===== config.mk =====
export PLATFORM = sky130hd
export DESIGN_NAME = spi_master_ctrl
export DESIGN_NICKNAME = d
export VERILOG_FILES = /design/src/rtl/spi_master_ctrl.sv
export SDC_FILE = /design/constraint.sdc
export NUM_CORES = 1
export LEC_CHECK = 0
export BUFFER_PORTS_ARGS = -buffer_cell sky130_fd_sc_hd__buf_2
export CAP_MARGIN = 20
export CORE_ASPECT_RATIO = 1.5
export CORE_UTILIZATION = 55
export CTS_BUF_LIST = sky130_fd_sc_hd__clkbuf_8 sky130_fd_sc_hd__clkbuf_16
export CTS_CLUSTER_SIZE = 25
export DETAILED_ROUTE_END_ITERATION = 6
export PLACE_DENSITY_LB_ADDON = 0.2
export RECOVER_POWER = 50
export SKIP_CTS_REPAIR_TIMING = 1
export SYNTH_ARGS = -nofsm -noshare
export SYNTH_HDL_FRONTEND = slang
export SYNTH_SLANG_ARGS = --single-unit

===== constraint.sdc =====
create_clock -name clk_i -period 2 [get_ports clk_i]
set_input_delay 0.4 -clock clk_i [delete_from_list [all_inputs] [get_ports clk_i]]
set_output_delay 0.4 -clock clk_i [all_outputs]
set_load 0.01 [all_outputs]

===== src/rtl/spi_master_ctrl.sv =====
// spi_master_ctrl: single-byte SPI master, mode 0 (clock idles low, data
// sampled on the rising edge, changed on the falling edge), MSB first.
//
// Ports
//   clk_i       system clock; all state changes on its rising edge
//   reset_i     synchronous active-low reset
//   start_i     transfer request, sampled every cycle while idle
//   dev_i       target device 0..2 (3 is rejected with err_o)
//   tx_data_i   byte to send, latched when the request is accepted
//   busy_o      high for the whole transfer
//   done_o      one-cycle pulse when the received byte is presented
//   err_o       one-cycle pulse after a request with dev_i = 3
//   rx_data_o   last received byte, held until the next completion
//   spi_clk_o   SPI clock
//   mosi_o      serial data to the slave
//   miso_i      serial data from the slave
//   spi_addr_o  device select code: 0 = none, device n -> n+1
//
// Timing: SETUP, then eight SHIFT_LO/SHIFT_HI pairs, then HOLD.  Each phase
// lasts CLK_DIV cycles, so a transfer is busy for 18*CLK_DIV cycles.
module spi_master_ctrl #(
  parameter int unsigned CLK_DIV = 4
) (
  input  logic       clk_i,
  input  logic       reset_i,
  input  logic       start_i,
  input  logic [1:0] dev_i,
  input  logic [7:0] tx_data_i,
  output logic       busy_o,
  output logic       done_o,
  output logic       err_o,
  output logic [7:0] rx_data_o,
  output logic       spi_clk_o,
  output logic       mosi_o,
  input  logic       miso_i,
  output logic [2:0] spi_addr_o
);

  typedef enum logic [2:0] {
    IDLE,
    SETUP,
    SHIFT_LO,
    SHIFT_HI,
    HOLD
  } state_t;

  localparam logic [7:0] DIV_LAST = 8'(CLK_DIV - 1);

  state_t     state_q, state_d;
  logic [7:0] div_q;
  logic [2:0] bit_q;
  logic [7:0] tx_sr_q;
  logic [7:0] rx_sr_q;
  logic [7:0] rx_data_q;
  logic [1:0] dev_q;
  logic       done_q;
  logic       err_q;
  logic       div_last;
  logic       accept;
  logic       req_err;

  // Next state and the outputs that follow directly from the state.
  always_comb begin
    div_last   = (div_q == DIV_LAST);
    accept     = 1'b0;
    req_err    = 1'b0;
    state_d    = state_q;
    busy_o     = 1'b1;
    spi_clk_o  = 1'b0;
    mosi_o     = tx_sr_q[7];
    spi_addr_o = {1'b0, dev_q} + 3'd1;
    case (state_q)
      IDLE: begin
        busy_o     = 1'b0;
        mosi_o     = 1'b0;
        spi_addr_o = '0;
        if (start_i) begin
          if (dev_i == 2'd3) begin
            req_err = 1'b1;
          end else begin
            accept  = 1'b1;
            state_d = SETUP;
          end
        end
      end
      SETUP: begin
        if (div_last) state_d = SHIFT_LO;
      end
      SHIFT_LO: begin
        if (div_last) state_d = SHIFT_HI;
      end
      SHIFT_HI: begin
        spi_clk_o = 1'b1;
        if (div_last) state_d = (bit_q == 3'd0) ? HOLD : SHIFT_LO;
      end
      HOLD: begin
        if (div_last) state_d = IDLE;
      end
      default: state_d = IDLE;
    endcase
  end

  always_ff @(posedge clk_i) begin
    if (!reset_i) state_q <= IDLE;
    else          state_q <= state_d;
  end

  // Datapath: the end of a SHIFT_LO phase is the edge that raises spi_clk_o
  // (sample miso); the end of a SHIFT_HI phase lowers it (advance mosi).
  always_ff @(posedge clk_i) begin
    if (!reset_i) begin
      div_q     <= '0;
      bit_q     <= '0;
      tx_sr_q   <= '0;
      rx_sr_q   <= '0;
      rx_data_q <= '0;
      dev_q     <= '0;
      done_q    <= 1'b0;
      err_q     <= 1'b0;
    end else begin
      done_q <= (state_q == HOLD) && div_last;
      err_q  <= req_err;

      if (state_d != state_q)  div_q <= '0;
      else if (state_q != IDLE) div_q <= div_q + 8'd1;

      if (accept) begin
        tx_sr_q <= tx_data_i;
        dev_q   <= dev_i;
        bit_q   <= 3'd7;
      end

      if ((state_q == SHIFT_LO) && div_last)
        rx_sr_q <= {rx_sr_q[6:0], miso_i};

      if ((state_q == SHIFT_HI) && div_last) begin
        tx_sr_q <= {tx_sr_q[6:0], 1'b0};
        bit_q   <= bit_q - 3'd1;
      end

      if ((state_q == HOLD) && div_last)
        rx_data_q <= rx_sr_q;
    end
  end

  assign done_o    = done_q;
  assign err_o     = err_q;
  assign rx_data_o = rx_data_q;

endmodule


Word level (Yosys, flattened, before mapping) --
Cells that the tools add are included.
Word-level totals: input bits 14, register bits after elaboration 42
Cells by class: equal/unequal tests 7, bitwise logic cells 1, reductions and logical operators 10, $add $sub $neg 3, muxes and demuxes 20
Operator list (number):
- $mux 3 | 10
- $mux 8 | 2
- $pmux 3 s5 | 1
- $add 8x1->8 const B | 1
- $eq 8x2->1 const B | 1
- $mux 1 | 7
- $eq 3x2->1 const B | 2
- $logic_not 3->1 | 2
- $reduce_or 2->1 | 2
- $add 2x1->3 const B | 1
- $eq 3x1->1 const B | 1
- $eq 3x3->1 const B | 1
- $logic_and 1x1->1 | 3
- $ne 3x3->1 | 1
- $reduce_and 3->1 | 1
- $reduce_bool 3->1 | 1
- $sub 3x1->3 const B | 1
- $eq 2x2->1 const B | 1
- $reduce_bool 2->1 | 1
- $not 1->1 | 1

Longest topological paths before layout --
depth in word-level cells 6, depth in mapped cells 7

Least setup slack after synthesis --
No wires, ideal clock.
kind register to output, start point register state_q[2], end point output port mosi_o, stages on the path, launching flop included 5, arrival time 1184 ps, setup slack 416 ps, cells stage by stage dfxtp_1 -> buf_6 -> nor3_4 -> inv_1 -> and2_1
Between the ends: word-level cells in the longest chain between the ends 2
Ends and longest elaborated chain:
- from (decl) | line 49 | state_t state_q, state_d;
- from (signal assigned) | line 105 | else state_q <= state_d;
- $logic_not 3->1 | line 72 | case (state_q)
- $mux 1 | line 72
- to (decl) | line 34 | output logic mosi_o,
No other way between the ends.

Final worst setup path --
start point register state_q[1], end point output port spi_addr_o[2]
Between the ends: word-level cells in the longest chain between the ends 2
Ends and longest elaborated chain:
- $logic_not 3->1 | line 72
- $mux 3 | line 72
- to (decl) | line 36 | output logic [2:0] spi_addr_o
No other way between the ends.

==> impl_metrics.env <==
export IMPL_clock_fmax_mhz=520.0
export IMPL_cts_root_buf="clkbuf_8"
export IMPL_wl_per_cell_um=13.27
export IMPL_synthTopCellsByArea="dfxtp_1 (46%), mux2i_1 (9.8%), nor2_1 (5.3%), nor3_1 (3.5%), nand3_1 (3.0%)"
export IMPL_dr_pass1_iters=4
export IMPL_antenna_cells=0
export IMPL_startpoint_type="flop"
export IMPL_drc=0
export IMPL_run_status="completed"
export IMPL_die_w_um=49.19
export IMPL_path_max_fanout=7
export IMPL_vias=1474
export IMPL_worst_pin_slew_ps=529.7
export IMPL_dr_first_iter_drc_count=42
export IMPL_start_util_pct=58.14
export IMPL_ant_nets=0
export IMPL_fin_setup_tns_ps=0
export IMPL_crit_start="state_q[1]"
export IMPL_layout_nets=241
export IMPL_path_depth=4
export IMPL_seq_area_sq_um=840.8
export IMPL_endpoint="spi_addr_o[2]"
export IMPL_vdd_drop_max_v=0.0006460
export IMPL_clk_transition_reported_paths_ps=80
export IMPL_endpoint_kind="primary output"
export IMPL_synth_top_area_share_pct=45.78
export IMPL_drt_vias_per_instance=5.583
export IMPL_die_h_um=72.78
export IMPL_clock_sinks=42
export IMPL_insertion_delay_ps=290
export IMPL_final_cell_mix="dfxtp_1 (42), nor2_1 (26), buf_2 (19)"
export IMPL_synth_edff_count=0
export IMPL_grt_pass1_wl_mm=5.934
export IMPL_final_core_util_pct=67.17
export IMPL_p_leak_nw=0.9474
export IMPL_crit_type="flop to primary output"
export IMPL_async_reset_ff_share_pct=0
export IMPL_ff2ff_setup_slack_ps=240
export IMPL_worstPathRequired_ps=1600
export IMPL_cts_buffers=5
export IMPL_drive_gt1_share_pct=21.88
export IMPL_final_common_cell="dfxtp_1"
export IMPL_htree_levels=2
export IMPL_min_path_type="input pin to flop"
export IMPL_period_share_pct=96.15
export IMPL_ios=30
export IMPL_worst_ep_arrival_time_ps=1520
export IMPL_synth_ff_type="dfxtp_1"
export IMPL_critPathMaxStageDelay_ps=390
export IMPL_crit_chain="nor3_4 -> inv_1 -> and2_1 -> buf_2"
export IMPL_syn_nets=205
export IMPL_yosysSeqAreaShare_pct=45.78
export IMPL_ys_types=37
export IMPL_dp_hpwl_mm=2.571
export IMPL_path_delay_family="simple AND/OR/NAND/NOR gates"
export IMPL_syn_area_per_cell_sq_um=9.822
export IMPL_port_buffers=29
export IMPL_syn_to_final_growth_pct=15.53
export IMPL_hold_viol=0
export IMPL_r2r_end="div_q[2]"
export IMPL_multiInputGateArea_sq_um=890.9
export IMPL_grt_total_usage_pct=21.22
export IMPL_design_power_total_mw=1.674
export IMPL_num_rows=25
export IMPL_crit_buf_inv=2
export IMPL_antenna_found_initial=0
export IMPL_critPathSlowestCell="dfxtp_1"
export IMPL_cap_violations=0
export IMPL_dieArea_sq_um=3579
export IMPL_n_fill_cell=261
export IMPL_totalWireLength_mm=3.503
export IMPL_power_density_nw_per_um2=788.9
export IMPL_slew_limit_headroom_pct=64.65
export IMPL_setup_viol=0
export IMPL_grt_overflow_total=0
export IMPL_yosysWarnings=0
export IMPL_r2r_start="div_q[0]"
export IMPL_grt_start_max_net_pins=17
export IMPL_ys_seq_elements=42
export IMPL_grt_pass1_vias=1391
export IMPL_gp_congestion=0.7985
export IMPL_cts_tree="built"
export IMPL_r2r_worst_path_cells=5
export IMPL_clockBufferDepth=2
export IMPL_synth_area_sq_um=1837
export IMPL_coreArea_sq_um=3159
export IMPL_synth_top_area_cell="dfxtp_1"
export IMPL_synthCells=187
export IMPL_fin_crit_ps=1923
export IMPL_finClkSkew_ps=5.157
export IMPL_slew_violations=0
[flip-flops by register name (all words and copies together), names as in the netlist]
register   flops
dev_q          2
div_q          8
rx_sr_q        8
done_o         1
bit_q          3
state_q        3
rx_data_o      8
err_o          1
tx_sr_q        8
[tightest hold or removal path, cell delays in order]
cell,delay (ps)
buf_2,80
mux2i_1,60
nor2_1,70
[where the power goes]
group / switching (mW) / internal [mW] / total, mW
sequential: 0.0169 / 0.858 / 0.875
clock: 0.285 / 0.371 / 0.656
combinational: 0.0766 / 0.0667 / 0.143
total: 0.378 / 1.30 / 1.67
[synth_stat cells, types with 2 or more instances]
| library cell | n |
|---|---|
| inv_1 | 7 |
| nand2_1 | 6 |
| nor3_2 | 2 |
| buf_2 | 2 |
| nand4_1 | 4 |
| and3_1 | 2 |
| xor2_1 | 2 |
| buf_6 | 2 |
| a22oi_1 | 7 |
| mux2i_1 | 18 |
| nor3_1 | 13 |
| ha_1 | 4 |
| clkbuf_1 | 3 |
| xnor2_1 | 5 |
| nand3_1 | 11 |
| dfxtp_1 | 42 |
| a211oi_2 | 2 |
| a21oi_1 | 8 |
| nor2_1 | 26 |
| and2_1 | 3 |
| o221a_2 | 2 |
[area by class of cell]
class | count | share of cell area (%)
sequential | 42 | 39.62
timing repair buffer | 38 | 9.434
multi-input combinational | 129 | 41.98
inverter | 7 | 1.238
clock buffer | 5 | 3.243
tap | 40 | 2.358
clock inverter | 3 | 2.123
[through the flow]
stage / hold slack [ps] / instances / area (sq um) / setup WS [ps]
floorplan: 441.3 / 187 / 1837 / 415.7
global placement: 454.9 / 252 / 1991 / 305.1
detailed placement: 466.5 / 252 / 1991 / 222.3
CTS: 352.7 / 260 / 2105 / -99.66
global route: 365.4 / 264 / 2122 / -10.33
finish: 356.5 / 264 / 2122 / 77.00
[per-layer routing]
metal	GRT usage, %	routed length [um]
met1	23.73	1538
met2	38.05	1847
met3	4.375	100
met4	9.804	17
met5	0	0
[worst min path at each step]
stage | cells past startpoint | end | startpoint | slack [ps]
floorplan | 1 | bit_q[0] | bit_q[0] | 440
global placement | 2 | tx_sr_q[1] | tx_sr_q[1] | 450
detailed placement | 1 | bit_q[0] | bit_q[0] | 470
CTS | 3 | rx_sr_q[0] | miso_i | 350
global route | 3 | err_o | dev_i[0] | 370
finish | 3 | rx_sr_q[0] | miso_i | 360
[logic make-up (layout without fill, tap and decap cells)]
group | count (synthesis) | after routing | share of synthesized area (%)
XOR/XNOR | 7 | 7 | 3.338
multiplexers | 18 | 18 | 9.809
buffers and inverters | 16 | 53 | 5.722
flip-flops | 42 | 42 | 45.78
AND/OR/NAND/NOR | 76 | 76 | 22.41
AO/OA/AOI/OAI | 23 | 23 | 9.469
adder cells (fa/ha/maj) | 5 | 5 | 3.474
Power figures use the tool's default switching activity.
